## src/rtl/wisc_fetch_pkg.sv

```systemverilog
// Shared definitions for the WISC front-end fetch sequencer.
package wisc_fetch_pkg;

  localparam int INSTR_W = 16;
  localparam logic [4:0] HALT_OPC_DEFAULT = 5'b00000;
  localparam logic [INSTR_W-1:0] NOP_INSTR = 16'h0800;

  typedef enum logic [2:0] {
    S_IDLE  = 3'd0,
    S_FETCH = 3'd1,
    S_DRAIN = 3'd2,
    S_VALID = 3'd3,
    S_HALT  = 3'd4
  } fetch_state_e;

endpackage

```

## src/rtl/fetch_redirect_unit_cla16.sv

```systemverilog
// 16-bit carry-lookahead adder: 4-bit groups, group generate/propagate chained across groups.
module cla16 (
  input  logic [15:0] a,
  input  logic [15:0] b,
  input  logic        cin,
  output logic [15:0] sum
);

  logic [15:0] g;
  logic [15:0] p;
  logic [3:0]  gg;
  logic [3:0]  gp;
  logic [4:0]  gc;

  assign g = a & b;
  assign p = a ^ b;

  always_comb begin
    logic carry;
    gg = '0;
    gp = '0;
    gc = '0;
    sum = '0;
    carry = 1'b0;
    for (int k = 0; k < 4; k++) begin
      gg[k] = g[4*k+3] | (p[4*k+3] & g[4*k+2]) | (p[4*k+3] & p[4*k+2] & g[4*k+1])
            | (p[4*k+3] & p[4*k+2] & p[4*k+1] & g[4*k]);
      gp[k] = &p[4*k +: 4];
    end
    gc[0] = cin;
    for (int k = 0; k < 4; k++) begin
      gc[k+1] = gg[k] | (gp[k] & gc[k]);
    end
    // Bit carries restart from the lookahead carry at each group boundary.
    for (int i = 0; i < 16; i++) begin
      if (i % 4 == 0) carry = gc[i/4];
      sum[i] = p[i] ^ carry;
      carry  = g[i] | (p[i] & carry);
    end
  end

endmodule

```

## src/rtl/fetch_redirect_unit.sv

```systemverilog
// Front-end PC/fetch sequencer: one outstanding imem read, decode handshake,
// and branch/jump redirect with wrong-path squash.
module fetch_redirect_unit
  import wisc_fetch_pkg::*;
#(
  parameter logic [15:0] RESET_PC = 16'h0000,
  parameter logic [4:0]  HALT_OPC = HALT_OPC_DEFAULT
) (
  input  logic               clk,
  input  logic               rst,
  input  logic               ex_redirect,
  input  logic               ex_jr,
  input  logic [15:0]        ex_sum1,
  input  logic [15:0]        ex_sum2,
  input  logic               id_ready,
  output logic               imem_req,
  output logic [15:0]        imem_addr,
  input  logic [15:0]        imem_rdata,
  input  logic               imem_done,
  output logic [INSTR_W-1:0] instr_out,
  output logic [15:0]        pc_plus_2,
  output logic               instr_valid,
  output logic               halted,
  output logic               err
);

  fetch_state_e state;
  logic [15:0]  pc;
  logic [15:0]  addr_q;
  logic [15:0]  addr_plus_2;
  logic [15:0]  target;

  cla16 u_inc (
    .a   (addr_q),
    .b   (16'h0002),
    .cin (1'b0),
    .sum (addr_plus_2)
  );

  assign target      = ex_jr ? ex_sum2 : ex_sum1;
  assign imem_addr   = addr_q;
  assign imem_req    = (state == S_FETCH) || (state == S_DRAIN);
  assign instr_valid = (state == S_VALID);
  assign halted      = (state == S_HALT);

  always_ff @(posedge clk or negedge rst) begin
    if (!rst) begin
      state     <= S_IDLE;
      pc        <= RESET_PC;
      addr_q    <= RESET_PC;
      instr_out <= NOP_INSTR;
      pc_plus_2 <= RESET_PC + 16'd2;
      err       <= 1'b0;
    end else begin
      case (state)
        S_IDLE: begin
          addr_q <= pc;
          state  <= S_FETCH;
        end
        S_FETCH: begin
          if (ex_redirect) begin
            pc <= target;
            if (target[0]) begin
              err   <= 1'b1;
              state <= S_HALT;
            end else if (imem_done) begin
              addr_q <= target;
            end else begin
              // The outstanding read cannot be cancelled; wait it out in DRAIN.
              state <= S_DRAIN;
            end
          end else if (imem_done) begin
            instr_out <= imem_rdata;
            pc_plus_2 <= addr_plus_2;
            pc        <= addr_plus_2;
            state     <= S_VALID;
          end
        end
        S_DRAIN: begin
          if (ex_redirect) begin
            pc <= target;
            if (target[0]) begin
              err   <= 1'b1;
              state <= S_HALT;
            end else if (imem_done) begin
              addr_q <= target;
              state  <= S_FETCH;
            end
          end else if (imem_done) begin
            addr_q <= pc;
            state  <= S_FETCH;
          end
        end
        S_VALID: begin
          if (ex_redirect) begin
            pc <= target;
            if (target[0]) begin
              err   <= 1'b1;
              state <= S_HALT;
            end else begin
              addr_q <= target;
              state  <= S_FETCH;
            end
          end else if (id_ready) begin
            if (instr_out[15:11] == HALT_OPC) begin
              state <= S_HALT;
            end else begin
              addr_q <= pc;
              state  <= S_FETCH;
            end
          end
        end
        S_HALT: begin
          state <= S_HALT;
        end
        default: begin
          state <= S_IDLE;
        end
      endcase
    end
  end

endmodule

```

## config.mk

```make
export PLATFORM = sky130hd
export DESIGN_NAME = fetch_redirect_unit
export DESIGN_NICKNAME = d
export VERILOG_FILES = /design/src/rtl/wisc_fetch_pkg.sv /design/src/rtl/fetch_redirect_unit_cla16.sv /design/src/rtl/fetch_redirect_unit.sv
export SDC_FILE = /design/constraint.sdc
export NUM_CORES = 1
export LEC_CHECK = 0
export BUFFER_PORTS_ARGS = -buffer_cell sky130_fd_sc_hd__buf_2
export CAP_MARGIN = 20
export CORE_ASPECT_RATIO = 1.2
export CORE_MARGIN = 3
export CORE_UTILIZATION = 40
export CTS_BUF_LIST = sky130_fd_sc_hd__clkbuf_8
export DETAILED_ROUTE_END_ITERATION = 12
export GPL_TIMING_DRIVEN = 1
export PLACE_DENSITY_LB_ADDON = 0.1
export SYNTH_ARGS = -nofsm -noshare
export SYNTH_HDL_FRONTEND = slang
export SYNTH_HIERARCHICAL = 1
export SYNTH_SLANG_ARGS = --single-unit
```

## constraint.sdc

```tcl
create_clock -name clk -period 7.1 [get_ports clk]
set_input_delay 1.42 -clock clk [delete_from_list [all_inputs] [get_ports clk]]
set_output_delay 1.42 -clock clk [all_outputs]
set_load 0.01 [all_outputs]
```

==> results.txt <==
CTS Buffer Depth: 2
Most common cell after layout, fill and taps aside: buf_2
Status: finished clean
CP max stage delay: 0.43 ns
Sequential element share of the synthesized area: 0.406
Leak: 2.37 nW
Clock share of power: 0.140
Fraction of layout cells with a size suffix above 1: 0.318
Wire length per cell: 16.6 µm
Post-synth ARST share: 1.00
Peak VDD IR: 223 µV
#FFs+latches synth: 68
Final Cycle Share: 0.491
Synth cell types: 48
Post-Syn Instances: 411
Pin count of the biggest net entering global routing: 69
Post-CTS Setup Bufs: 0
Compound-gate portion of the synthesized area: 0.209
Setup TNS: 0 ns
IO Port Bufs: 105
Mux cell area share after synthesis: 0.124
Via density: 5.32
Largest family of logic cells by synthesized area: compound AO/OA/AOI/OAI gates
Slew HR: 0.402
WP data required: 7.33 ns
Post-synth EDFFs: 0
Combinational fraction of design power: 0.492
Core Region: 10100 µm²
CP startpoint kind: flip-flop
Post-synthesis cell area: 4200 µm²
Crit path DAT: 3.71 ns
HP Start: err
Worst-case clock skew: 0.00930 ns
CP max stage cell: dfrtp_1
Grt ovf: 0
Grt met2 use: 0.334
Drt drc: 0
Critical path type: reg -> reg
TritonCTS clock tree: yes
N_diodes: 0
Tot GR Track Use: 0.198
Class of the worst hold path: reg -> reg
Most frequent cell on the critical path: fa_1
NetSw: 0.817 mW
Ys Warns: 6
Fin. Hold Viols: 0
Root Driver: clkbuf_8
Dpl cell area: 4860 µm²
Vias in the first global route: 3705
Sequential share of power: 0.368
Hold_buf cts: 0
Setup crit end kind: flip-flop
Cell Pwr Density: 391 nW/µm²
CTS resizes: 0
Post-Route WL: 10.9 mm
Row count: 40
Worst setup path start: imem_addr[2]
Nets@finish: 606
CTS Buf Count: 9
Post-route ant nets: 0
Area of the die: 11800 µm²
CP Max Fanout: 5
Slew Limit Fails: 0
Post-route cell area: 5020 µm²
Drt first-iter violations: 124
Clock transition at path regs: 0.07 ns
Main synth FF type: dfrtp_1
Max-cap violations: 0
Die X: 99.6 µm
Fillcell total: 984
F_max: 287 MHz
Post-DP HPWL: 7.77 mm
Grt met1 use: 0.238
Ports: 106
Initial antenna violation count: 0
Worst r2r src: imem_addr[2]
Internal power: 1.15 mW
# setup viols final: 0
RD Place Congestion: 0.776
Clk_lat worst skew: 0.35 ns
Synth Area in Adders: 0.0929
CTS H-tree depth: 3
First-pass GRT wire length: 18.4 mm
Die height: 118 µm
Commonest non-fill, non-tap cells in the layout: 105 x buf_2, 66 x dfrtp_1, 41 x nor2_1, 38 x a21oi_1, 31 x mux2_2
Initial Util: 0.416
Post-Synth XOR/XNOR Area: 0.0104
Vias: 3496
Switching share of total power: 0.416
RSZ-0062 raised after global routing: no
CTS sink cnt: 68
Grt peak-use layer: met2
First drt pass iteration count: 4
Simple-Gate Fraction of Synth Area: 0.0995
Crit path cell chain: ha_1 -> a21oi_1 -> nor2b_1 -> o31ai_2 -> nor4bb_1 -> nor2_1 -> fa_1 -> fa_1 -> fa_1 -> xnor2_1 -> xnor2_1 -> mux2_2
Met3 usage: 0.0531
Worst Tran Pin Value: 0.898 ns
Tmin final: 3.48 ns
Syn-to-layout area delta: 19.4%
Synthesized area per cell: 10.2 µm²
final timing paths:
| kind | to | slack, ns | cells after the start |
|---|---|---|---|
| max | pc_plus_2[15] | 3.62 | 12 |
| max in group asynchronous | pc[13] | 5.24 | 2 |
| max reg2reg | pc_plus_2[15] | 3.62 | 12 |
| min in group asynchronous | imem_addr[15] | 1.29 | 2 |
| min | err | 0.45 | 1 |
| min reg2reg | err | 0.45 | 1 |
layer usage:
layer  routed length, µm  vias up  share of wire
li1                    -     1696              -
met1                4470     1686           0.41
met2                5680      108           0.52
met3                 685        6          0.063
met4                  79        0         0.0072
met5                   0        -              0
Yosys cell counts, types with 2 or more instances:
| library cell | number | area [µm²] |
|---|---|---|
| dfrtp_1 | 66 | 1650 |
| nor2_1 | 41 | 154 |
| a21oi_1 | 39 | 195 |
| mux2_2 | 31 | 349 |
| nand2_1 | 26 | 97.6 |
| o21ai_0 | 25 | 125 |
| inv_1 | 20 | 75.1 |
| mux2i_1 | 16 | 160 |
| a221o_1 | 15 | 150 |
| o32a_1 | 15 | 150 |
| o22ai_1 | 14 | 87.6 |
| fa_1 | 12 | 240 |
| ha_1 | 12 | 150 |
| clkbuf_1 | 11 | 41.3 |
| buf_2 | 9 | 45.0 |
| buf_4 | 6 | 45.0 |
| xnor2_1 | 5 | 43.8 |
| nand3_1 | 4 | 20.0 |
| and3_1 | 3 | 18.8 |
| buf_6 | 3 | 33.8 |
| nand2b_1 | 3 | 18.8 |
| nor2b_1 | 3 | 18.8 |
| a21o_1 | 2 | 15.0 |
| conb_1 | 2 | 7.51 |
| dfstp_2 | 2 | 52.6 |
| nand3b_1 | 2 | 15.0 |
| nor3_1 | 2 | 10.0 |
| o21a_1 | 2 | 15.0 |
state kept, by name (all words and copies together) (netlist names):
| name | count |
|---|---|
| imem_addr | 16 |
| instr_out | 16 |
| pc | 16 |
| pc_plus_2 | 16 |
| state | 3 |
| err | 1 |
cell families (layout without fill, tap and decap cells):
group,count (synthesis),in the layout
DFF,68,68
buffers and inverters,49,144
AOI/OAI and AO/OA,124,124
and+or+nand+nor,91,91
xor gates and xnor gates,5,5
muxes,48,48
other,2,27
adders and majority gates,24,24
cell type report:
class	count	area (µm²)	share of cell area
clock buffer	10	138	0.0274
clock inverter	4	18.8	0.00374
inverter	20	75.1	0.0150
multi-input combinational	319	2360	0.471
sequential	68	1700	0.340
tap	126	158	0.0314
timing repair buffer	110	563	0.112
critical path, delay by kind of cell (launching register included):
kind                     cells  cell delay [ns]
adder cells (fa/ha/maj)      4             1.52
AND/OR/NAND/NOR              3             0.49
flip-flops                   1             0.43
AO/OA/AOI/OAI                2             0.40
XOR/XNOR                     2             0.27
multiplexers                 1             0.26
through the flow:
stage | setup slack (ns) | instances | hold slack (ns) | power [mW] | utilization
3_3_place_gp | 3.52 | 643 | 0.441 | 1.68 | 0.481
5_1_grt | 3.45 | 657 | 0.487 | 2.15 | 0.496
2_1_floorplan | 3.91 | 436 | 0.449 | 1.40 | -
3_5_place_dp | 3.48 | 643 | 0.443 | 1.71 | 0.481
6_report | 3.62 | 657 | 0.450 | 1.96 | 0.496
4_1_cts | 3.60 | 657 | 0.459 | 1.99 | 0.496
power by group through the flow:
stage	logic [mW]	clock network [mW]	registers [mW]
floorplan	0.655	0	0.742
global placement	0.956	0	0.727
detailed placement	0.978	0	0.731
CTS	0.979	0.287	0.726
global route	1.09	0.306	0.754
finish	0.966	0.274	0.723
No activity file was read; power rests on OpenSTA's default activity.
